<file path="config.mk">
export PLATFORM = sky130hd
export DESIGN_NAME = fir_dac
export DESIGN_NICKNAME = d
export VERILOG_FILES = /design/src/rtl/fir_dac.sv
export SDC_FILE = /design/constraint.sdc
export NUM_CORES = 1
export LEC_CHECK = 0
export CAP_MARGIN = 20
export CORE_ASPECT_RATIO = 2
export CORE_MARGIN = 2
export CORE_UTILIZATION = 65
export CTS_BUF_LIST = sky130_fd_sc_hd__clkbuf_4 sky130_fd_sc_hd__clkbuf_8
export DETAILED_ROUTE_END_ITERATION = 8
export GPL_ROUTABILITY_DRIVEN = 0
export PLACE_DENSITY_LB_ADDON = 0.15
export SLEW_MARGIN = 10
export SYNTH_ARGS = -nofsm -noshare
export SYNTH_HDL_FRONTEND = slang
export SYNTH_SLANG_ARGS = --single-unit
</file>
<file path="constraint.sdc">
create_clock -name clk -period 16.2 [get_ports clk]
set_clock_uncertainty 0.05 [all_clocks]
set_input_delay 3.24 -clock clk [delete_from_list [all_inputs] [get_ports clk]]
set_output_delay 3.24 -clock clk [all_outputs]
set_load 0.05 [all_outputs]
</file>
<file path="src/rtl/fir_dac.sv">
// fir_dac: two-tone test signal generator feeding a 16-tap symmetric low-pass FIR, driving a
// dual-channel 8-bit DAC. Define KEY_SYNC_EN to pass key through a 2-flop synchronizer first.
module fir_dac #(
    parameter int unsigned SAMPLE_DIV = 1
) (
    input  logic       clk,
    input  logic       rst_n,
    input  logic [2:0] key,
    output logic       dac_mode,
    output logic       dac_clka,
    output logic [7:0] dac_da,
    output logic       dac_wra,
    output logic       dac_sleep,
    output logic       dac_clkb,
    output logic [7:0] dac_db,
    output logic       dac_wrb
);

    localparam int unsigned CntW = (SAMPLE_DIV > 1) ? $clog2(SAMPLE_DIV) : 1;
    localparam logic [CntW-1:0] CntMax = CntW'(SAMPLE_DIV - 1);

    // Quarter-wave table: round(127 * sin(2*pi*i/256)) for i = 0..63.
    function automatic logic [6:0] quarter(input logic [5:0] idx);
        logic [6:0] q;
        case (idx)
            6'd0:  q = 7'd0;
            6'd1:  q = 7'd3;
            6'd2:  q = 7'd6;
            6'd3:  q = 7'd9;
            6'd4:  q = 7'd12;
            6'd5:  q = 7'd16;
            6'd6:  q = 7'd19;
            6'd7:  q = 7'd22;
            6'd8:  q = 7'd25;
            6'd9:  q = 7'd28;
            6'd10: q = 7'd31;
            6'd11: q = 7'd34;
            6'd12: q = 7'd37;
            6'd13: q = 7'd40;
            6'd14: q = 7'd43;
            6'd15: q = 7'd46;
            6'd16: q = 7'd49;
            6'd17: q = 7'd51;
            6'd18: q = 7'd54;
            6'd19: q = 7'd57;
            6'd20: q = 7'd60;
            6'd21: q = 7'd63;
            6'd22: q = 7'd65;
            6'd23: q = 7'd68;
            6'd24: q = 7'd71;
            6'd25: q = 7'd73;
            6'd26: q = 7'd76;
            6'd27: q = 7'd78;
            6'd28: q = 7'd81;
            6'd29: q = 7'd83;
            6'd30: q = 7'd85;
            6'd31: q = 7'd88;
            6'd32: q = 7'd90;
            6'd33: q = 7'd92;
            6'd34: q = 7'd94;
            6'd35: q = 7'd96;
            6'd36: q = 7'd98;
            6'd37: q = 7'd100;
            6'd38: q = 7'd102;
            6'd39: q = 7'd104;
            6'd40: q = 7'd106;
            6'd41: q = 7'd107;
            6'd42: q = 7'd109;
            6'd43: q = 7'd111;
            6'd44: q = 7'd112;
            6'd45: q = 7'd113;
            6'd46: q = 7'd115;
            6'd47: q = 7'd116;
            6'd48: q = 7'd117;
            6'd49: q = 7'd118;
            6'd50: q = 7'd120;
            6'd51: q = 7'd121;
            6'd52: q = 7'd122;
            6'd53: q = 7'd122;
            6'd54: q = 7'd123;
            6'd55: q = 7'd124;
            6'd56: q = 7'd125;
            6'd57: q = 7'd125;
            6'd58: q = 7'd126;
            6'd59: q = 7'd126;
            6'd60: q = 7'd126;
            6'd61: q = 7'd127;
            6'd62: q = 7'd127;
            6'd63: q = 7'd127;
            default: q = 7'd0;
        endcase
        return q;
    endfunction

    // Full-wave sine from the quarter table: mirror in the odd quadrants, negate in the upper half.
    // The quadrant peak (index 64 / 192) is not in the table and is handled explicitly.
    function automatic logic signed [7:0] sine(input logic [7:0] p);
        logic [5:0]        idx;
        logic [6:0]        mag;
        logic signed [7:0] smag;
        idx = p[6] ? (6'd0 - p[5:0]) : p[5:0];
        if (p[6] && (p[5:0] == 6'd0)) begin
            mag = 7'd127;
        end else begin
            mag = quarter(idx);
        end
        smag = {1'b0, mag};
        return p[7] ? -smag : smag;
    endfunction

    // Symmetric coefficients c[0..7]; c[15-i] = c[i], sum of all 16 is 128.
    function automatic logic signed [15:0] coef(input int unsigned idx);
        logic signed [15:0] c;
        case (idx)
            0:       c = 16'sd1;
            1:       c = 16'sd2;
            2:       c = 16'sd3;
            3:       c = 16'sd5;
            4:       c = 16'sd8;
            5:       c = 16'sd11;
            6:       c = 16'sd14;
            7:       c = 16'sd20;
            default: c = 16'sd0;
        endcase
        return c;
    endfunction

    // Sample-rate divider
    logic [CntW-1:0] div_cnt_q, div_cnt_d;
    logic            tick;

    always_comb begin
        tick      = (div_cnt_q == CntMax);
        div_cnt_d = tick ? '0 : div_cnt_q + CntW'(1);
    end

    // rst_n is active-high despite its name: rst_n = 1 holds the block in reset.
    always_ff @(posedge clk) begin
        if (rst_n) begin
            div_cnt_q <= '0;
        end else begin
            div_cnt_q <= div_cnt_d;
        end
    end

    // High-tone step selection
    logic [2:0] key_use;

`ifdef KEY_SYNC_EN
    logic [2:0] key_s1_q, key_s2_q;

    always_ff @(posedge clk) begin
        if (rst_n) begin
            key_s1_q <= '0;
            key_s2_q <= '0;
        end else begin
            key_s1_q <= key;
            key_s2_q <= key_s1_q;
        end
    end

    assign key_use = key_s2_q;
`else
    assign key_use = key;
`endif

    logic [7:0] hi_step;
    assign hi_step = 8'd32 + {2'b00, key_use, 3'b000};

    // Tone generation and input sample
    logic [7:0]        phase_lo_q, phase_hi_q;
    logic signed [7:0] sin_lo, sin_hi, x_new;
    logic signed [8:0] x_sum, x_half;

    always_comb begin
        sin_lo = sine(phase_lo_q);
        sin_hi = sine(phase_hi_q);
        x_sum  = {sin_lo[7], sin_lo} + {sin_hi[7], sin_hi};
        x_half = x_sum >>> 1;
        x_new  = x_half[7:0];
    end

    logic signed [7:0] dly_q [16];
    logic [7:0]        dac_da_q;

    always_ff @(posedge clk) begin
        if (rst_n) begin
            phase_lo_q <= '0;
            phase_hi_q <= '0;
            dac_da_q   <= 8'h80;
            for (int i = 0; i < 16; i++) begin
                dly_q[i] <= '0;
            end
        end else if (tick) begin
            phase_lo_q <= phase_lo_q + 8'd1;
            phase_hi_q <= phase_hi_q + hi_step;
            dac_da_q   <= x_new ^ 8'h80;
            dly_q[0]   <= x_new;
            for (int i = 1; i < 16; i++) begin
                dly_q[i] <= dly_q[i-1];
            end
        end
    end

    // FIR: pre-add symmetric taps and multiply, then sum, round and saturate.
    logic signed [8:0]  pre_sum [8];
    logic signed [15:0] prod_d  [8];
    logic signed [15:0] prod_q  [8];
    logic signed [15:0] acc;
    logic signed [16:0] acc_rnd, y_full;
    logic signed [7:0]  y_sat;

    always_comb begin
        for (int i = 0; i < 8; i++) begin
            pre_sum[i] = {dly_q[i][7], dly_q[i]} + {dly_q[15-i][7], dly_q[15-i]};
            prod_d[i]  = 16'(pre_sum[i]) * coef(i);
        end
    end

    always_comb begin
        acc = '0;
        for (int i = 0; i < 8; i++) begin
            acc = acc + prod_q[i];
        end
        acc_rnd = 17'(acc) + 17'sd64;
        y_full  = acc_rnd >>> 7;
        if (y_full > 17'sd127) begin
            y_sat = 8'h7f;
        end else if (y_full < -17'sd128) begin
            y_sat = 8'h80;
        end else begin
            y_sat = y_full[7:0];
        end
    end

    logic [7:0] dac_db_q;

    // These stages run every clock, so dac_db trails dac_da by exactly two clocks.
    always_ff @(posedge clk) begin
        if (rst_n) begin
            dac_db_q <= 8'h80;
            for (int i = 0; i < 8; i++) begin
                prod_q[i] <= '0;
            end
        end else begin
            dac_db_q <= y_sat ^ 8'h80;
            for (int i = 0; i < 8; i++) begin
                prod_q[i] <= prod_d[i];
            end
        end
    end

    assign dac_da    = dac_da_q;
    assign dac_db    = dac_db_q;
    assign dac_mode  = 1'b1;
    assign dac_sleep = 1'b0;
    assign dac_clka  = ~clk;
    assign dac_wra   = ~clk;
    assign dac_clkb  = ~clk;
    assign dac_wrb   = ~clk;

endmodule

</file>
After elaboration in Yosys (flattened, before gate mapping)
Memory sizes are Yosys's and may differ from the RTL's.
Index checks and enable logic that the tools add are counted.
{"block": "totals", "ff_bits": 33, "romBits": 896, "ramBits": 256, "elab_cells": 112, "n_memories": 4, "input_bits": 5}
{"block": "op_classes", "reduce_logical": 5, "bitwise": 28, "n_mul": 5, "n_mux": 38, "addsub": 25, "n_lt_le_gt_ge": 2}
{"memory": "(name not given)", "depth": 64, "word_bits": 7, "read_ports": 1, "rd_ports_with_merged_regs": 0, "wr": 0, "line_no": "25", "text": "case (idx)"}
{"memory": "(name not given)", "depth": 64, "word_bits": 7, "read_ports": 1, "rd_ports_with_merged_regs": 0, "wr": 0, "line_no": "25"}
{"memory": "dly_q", "depth": 16, "word_bits": 8, "read_ports": 16, "rd_ports_with_merged_regs": 0, "wr": 16, "line_no": "183", "text": "logic signed [7:0] dly_q [16];"}
{"memory": "prod_q", "depth": 8, "word_bits": 16, "read_ports": 8, "rd_ports_with_merged_regs": 0, "wr": 8, "line_no": "208", "text": "logic signed [15:0] prod_q [8];"}
{"operator": "two-way mux 8 bit", "count": 20}
{"operator": "two-way mux 16 bit", "count": 8}
{"operator": "adder 16 bit", "count": 7}
{"operator": "adder 8 x 8 -> 9 bit", "count": 9}
{"operator": "multiplier 9 x 4 -> 13 bit, second input constant", "count": 3}
{"operator": "OR 1 bit", "count": 24}
{"operator": "adder 16 x 8 -> 17 bit, second input constant", "count": 1}
{"operator": "negator 7 -> 8 bit", "count": 2}
{"operator": "multiplier 9 x 5 -> 14 bit, second input constant", "count": 1}
{"operator": "two-way mux 7 bit", "count": 2}
{"operator": "zero test 6 bit", "count": 2}
{"operator": "multiplier 9 x 3 -> 12 bit, second input constant", "count": 1}
{"operator": "two-way mux 6 bit", "count": 2}
{"operator": "subtractor 1 x 6 -> 6 bit, first input constant", "count": 2}
{"operator": "> comparator 10 x 8 -> 1 bit, second input constant", "count": 1}
{"operator": "< comparator 10 x 8 -> 1 bit, second input constant", "count": 1}
{"operator": "adder 8 x 1 -> 8 bit, second input constant", "count": 1}
{"operator": "adder 8 x 7 -> 8 bit", "count": 1}
{"operator": "adder 6 x 6 -> 7 bit, first input constant", "count": 1}
{"operator": "two-way mux 1 bit", "count": 6}
{"operator": "inverter 1 bit", "count": 4}
{"operator": "logical AND 1 bit", "count": 2}
{"operator": "OR reduction 2 bit", "count": 1}
{"operator": "adder 1 bit, second input constant", "count": 1}

Depth between registers and ports, before layout
An unclocked memory read counts as a cell.
{"block": "depth", "ltp_word": 13, "mapped_depth": 25, "ltp_nobuf": 22}

==> results by stage <==
Final layout:
- The filler cell count in the final layout is between 2000 and 2500.
- Once layout is complete, the utilization of the core stands at 70.7%.
- The number of antenna diodes in the final layout is 0.
- The register area is about 6300 µm².
- The layout net count is 2084.
- The post-route netlist has roughly 5.3% of its cells at a drive strength greater than 1.
- The area growth from synthesis to layout is 6.69%.
- The finished cells cover ~19000 µm².
- The area of the multi-input gates is 10300 µm².

Die:
- The die area is 28900 µm².
- The die width is between 100 and 150 µm.
- The number of top-level design ports is 27.
- The die extent in y is 239 µm.
- After floorplanning, the core was sized to cover 27000 µm².
- The initial utilization of the core area, before any placement, comes to 66.2%.
- In this run the core area contains 85 standard-cell rows.

Logic synthesis:
- Counting every instance in the synthesized netlist gives ~1800.
- The average instance area after synthesis is 10.1 µm².
- By area the synthesized netlist is led by edfxtp_1 (21%), dfxtp_1 (14%), ha_1 (13%), fa_1 (11%), inv_1 (5.8%).
- The cell area that synthesis handed to floorplanning was ~18000 µm².
- The share of synthesized area in the top cell type comes to 21.5%.
- Yosys mapped the design onto 86 distinct sky130hd cell types.
- The register bit total from synthesis is 250.
- After synthesis, the share of flip-flops with an asynchronous set or reset is 0%.
- The cell taking the most area after synthesis is edfxtp_1.
- During synthesis, Yosys emitted a total of 0 warnings.
- The count of flip-flops with a built-in enable after synthesis is between 100 and 150.
- The share of the yosys chip area belonging to registers is 35.1%.
- Among all flip-flop cells after synthesis, the most frequent one is edfxtp_1.

Setup path:
- Broken down by cell family, the worst path's largest delay share belongs to buffers and inverters.
- The worst setup path is captured at an output port.
- The worst path arrival time is 9.45 ns.
- The type of the setup path with the least slack is clock port to output port.
- STA puts the critical path data required time at 12.91 ns.
- In this design, the critical path's most frequently occurring cell is clkbuf_8.
- Traced cell by cell, the critical path runs through clkbuf_8, clkbuf_8, clkbuf_8, inv_1, clkdlybuf4s50_1.
- The number of cells on the worst reg-to-reg path is 21.
- For this run, the slowest stage of the critical path takes 0.79 ns.
- The library cell contributing the largest single delay on the critical path is clkdlybuf4s50_1.
- The reg-to-reg startpoint is phase_lo_q[0].
- The setup slack of the most critical reg-to-reg path is 10.14 ns.
- Together, buffers and inverters on the worst path number 5.
- STA classifies the critical path startpoint as a clock port.
- The terminus of the critical flop-to-flop path is dac_da[7].
- The number of cells on the critical path is 5.
- In this run the worst setup path terminates at dac_clka.
- Of all nets on the critical path, the largest fanout is 9.
- The worst setup path startpoint is clk.

Global route:
- The largest net degree at the start of global routing is 83.
- Across every metal layer, demand over resource in global routing totals 28.6%.
- The initial antenna violation count is 0.
- The remaining global-route overflow is 0.
- The via count of the first global-routing pass is 13100.
- The first global-routing pass estimated 64200 µm of wire.

Min path:
- In this run the worst hold path is classified as flip-flop to flip-flop.
- The startpoint of the most critical hold path is dac_da[4].

Clock network:
- Gates resized during post-CTS repair numbered 0.
- Buffers inserted during clock tree synthesis total 36.
- Buffers added to address setup during post-CTS repair amount to 0.
- In this run the clock root is driven by a clkbuf_8.
- The clock network latency to the later pin of the worst-skew pair is 0.57 ns.
- Clock-pin slew was measured on the worst setup and hold paths at 0.07 ns.
- In this run the number of H-tree levels came out at 2.
- The clock passes through at most 3 buffers.
- The clock tree from TritonCTS is built.
- Hold repair after CTS inserted 0 buffers.

Timing:
- At the pin with the least slew margin, the transition time is ~1.0 ns.
- The headroom to the max-slew limit is ~30%.
- On the final layout, the worst hold slack is 0.424 ns.
- Setup repair after global routing left no endpoint under its margin.
- The final-report setup violation count is 0.
- The total negative slack for setup checks is 0 ns.
- The final max-slew violation count is 0.
- The final hold violation count came to 0.

Detailed routing:
- The DRC violation count after routing is 0.
- The initial DRC count is between 500 and 600.
- The count of nets left with antenna violations once routing finished came out at 0.
- Dividing the detail-routed wire length by the instance count gives 18.3 µm.
- The met2 routed wirelength is about 22000 µm.
- The per-cell via count in the routed design is 5.70.
- The sum of routed wire segments on met1 is around 14000 µm.
- In the detailed route, the total length drawn on met3 is 1070 µm.
- The total number of vias is 12300.
- The topmost layer with routed signal wires is met4.
- The count of TritonRoute iterations in the first routing pass is 5.
- Wires add up to 39700 µm.

Job:
- The tool flagged a number of max-cap violations equal to 0.

Outcome:
- The run finished with clean final reports.

Placed design:
- The placed wire-length estimate after detailed placement is 31200 µm.
- After detailed placement, the total cell area comes to 18400 µm².
- The count of buffers added on input and output ports is 24.
## flip-flops by register name (all words and copies together), names as in the netlist
signal,flops
dly_q,128
phase_hi_q,5
dac_da,8
dac_db,8
prod_q,92
phase_lo_q,8
div_cnt_q,1
## per-layer routing
layer | global-route usage (%) | up-vias
met3 | 3.24 | 118
met1 | 27.8 | 6023
met5 | 0 | -
li1 | - | 5920
met4 | 18.5 | 0
met2 | 55.2 | 262
## area by class of cell
cell class,count,area share (%)
clock buffer,52,3.44
clock inverter,19,0.583
inverter,275,5.42
multi-input combinational,1193,54.1
sequential,250,32.9
tap,348,2.28
timing repair buffer,26,1.27
## cell usage after synthesis, types with 18 or more instances
| cell type | instances |
|---|---|
| a21oi_1 | 92 |
| nor2b_1 | 113 |
| dfxtp_1 | 122 |
| nand2_1 | 36 |
| nor2_1 | 116 |
| o21ai_0 | 45 |
| o21bai_1 | 29 |
| edfxtp_1 | 128 |
| a21o_1 | 42 |
| fa_1 | 101 |
| xor2_1 | 38 |
| mux2i_1 | 18 |
| ha_1 | 188 |
| nor3_1 | 23 |
| clkbuf_1 | 31 |
| inv_1 | 276 |
| xnor2_1 | 87 |
| and2_1 | 76 |
## worst min-delay path by stage
stage | to | slack (ns) | depth (start not counted)
floorplan | phase_lo_q[7] | 0.48 | 2
global placement | dac_da[5] | 0.39 | 1
detailed placement | dac_da[1] | 0.41 | 1
CTS | dac_da[4] | 0.42 | 2
global route | dac_da[0] | 0.44 | 1
finish | dac_da[4] | 0.42 | 2
## worst register-to-register path, cell delays in order, from the launching register on
cell	delay [ns]
dfxtp_1	0.85
inv_1	0.35
ha_1	0.50
nand2b_1	0.28
xnor2_1	0.69
nor2_1	0.25
a211oi_1	0.37
a2111oi_4	0.12
nor2_1	0.16
inv_1	0.08
ha_1	0.26
mux2_2	0.30
fa_1	0.46
a21o_1	0.18
a21oi_1	0.28
o21bai_1	0.11
a21oi_1	0.18
nor2b_1	0.08
nor3_1	0.12
mux2i_1	0.09
nor2_1	0.14
nor2_1	0.06
## cell usage in the layout (no fill, tap or decap), drive strengths merged, types with 6 or more instances in the layout
cell	instances
nand2	37
a21oi	92
or3	10
o21bai	29
nor2	116
o21ai	49
o211ai	6
a31oi	8
fa	101
xnor2	89
inv	280
a211oi	11
nand3	17
buf	7
xor2	39
clkbuf	48
ha	188
and2	76
o31ai	6
a21o	42
edfxtp	128
nor2b	113
nand3b	6
clkdlybuf4s50	23
mux2i	18
mux2	7
dfxtp	122
clkinv	11
o21a	9
nand2b	17
nor3	24
## through the flow
| stage | setup WS [ns] | cells |
|---|---|---|
| 4_1_cts | 3.43 | 2163 |
| 6_report | 3.46 | 2163 |
| 5_1_grt | 3.41 | 2163 |
| 3_3_place_gp | 3.94 | 2097 |
| 3_5_place_dp | 3.94 | 2097 |
| 2_1_floorplan | 4.18 | 1772 |
## cell families (layout without fill, tap and decap cells)
family	after synthesis	after routing	share of synthesized area, %
XOR/XNOR	129	129	6.58
flip-flops	250	250	35.1
other	2	3	0.0420
AO/OA/AOI/OAI	304	304	11.6
AND/OR/NAND/NOR	443	443	13.5
adder cells (fa/ha/maj)	289	289	24.4
multiplexers	25	25	1.45
buffers and inverters	329	372	7.24
Power is left out: the tool's default activity adds up to more than one toggle a clock period on the data nets, which glitch-free logic cannot reach.
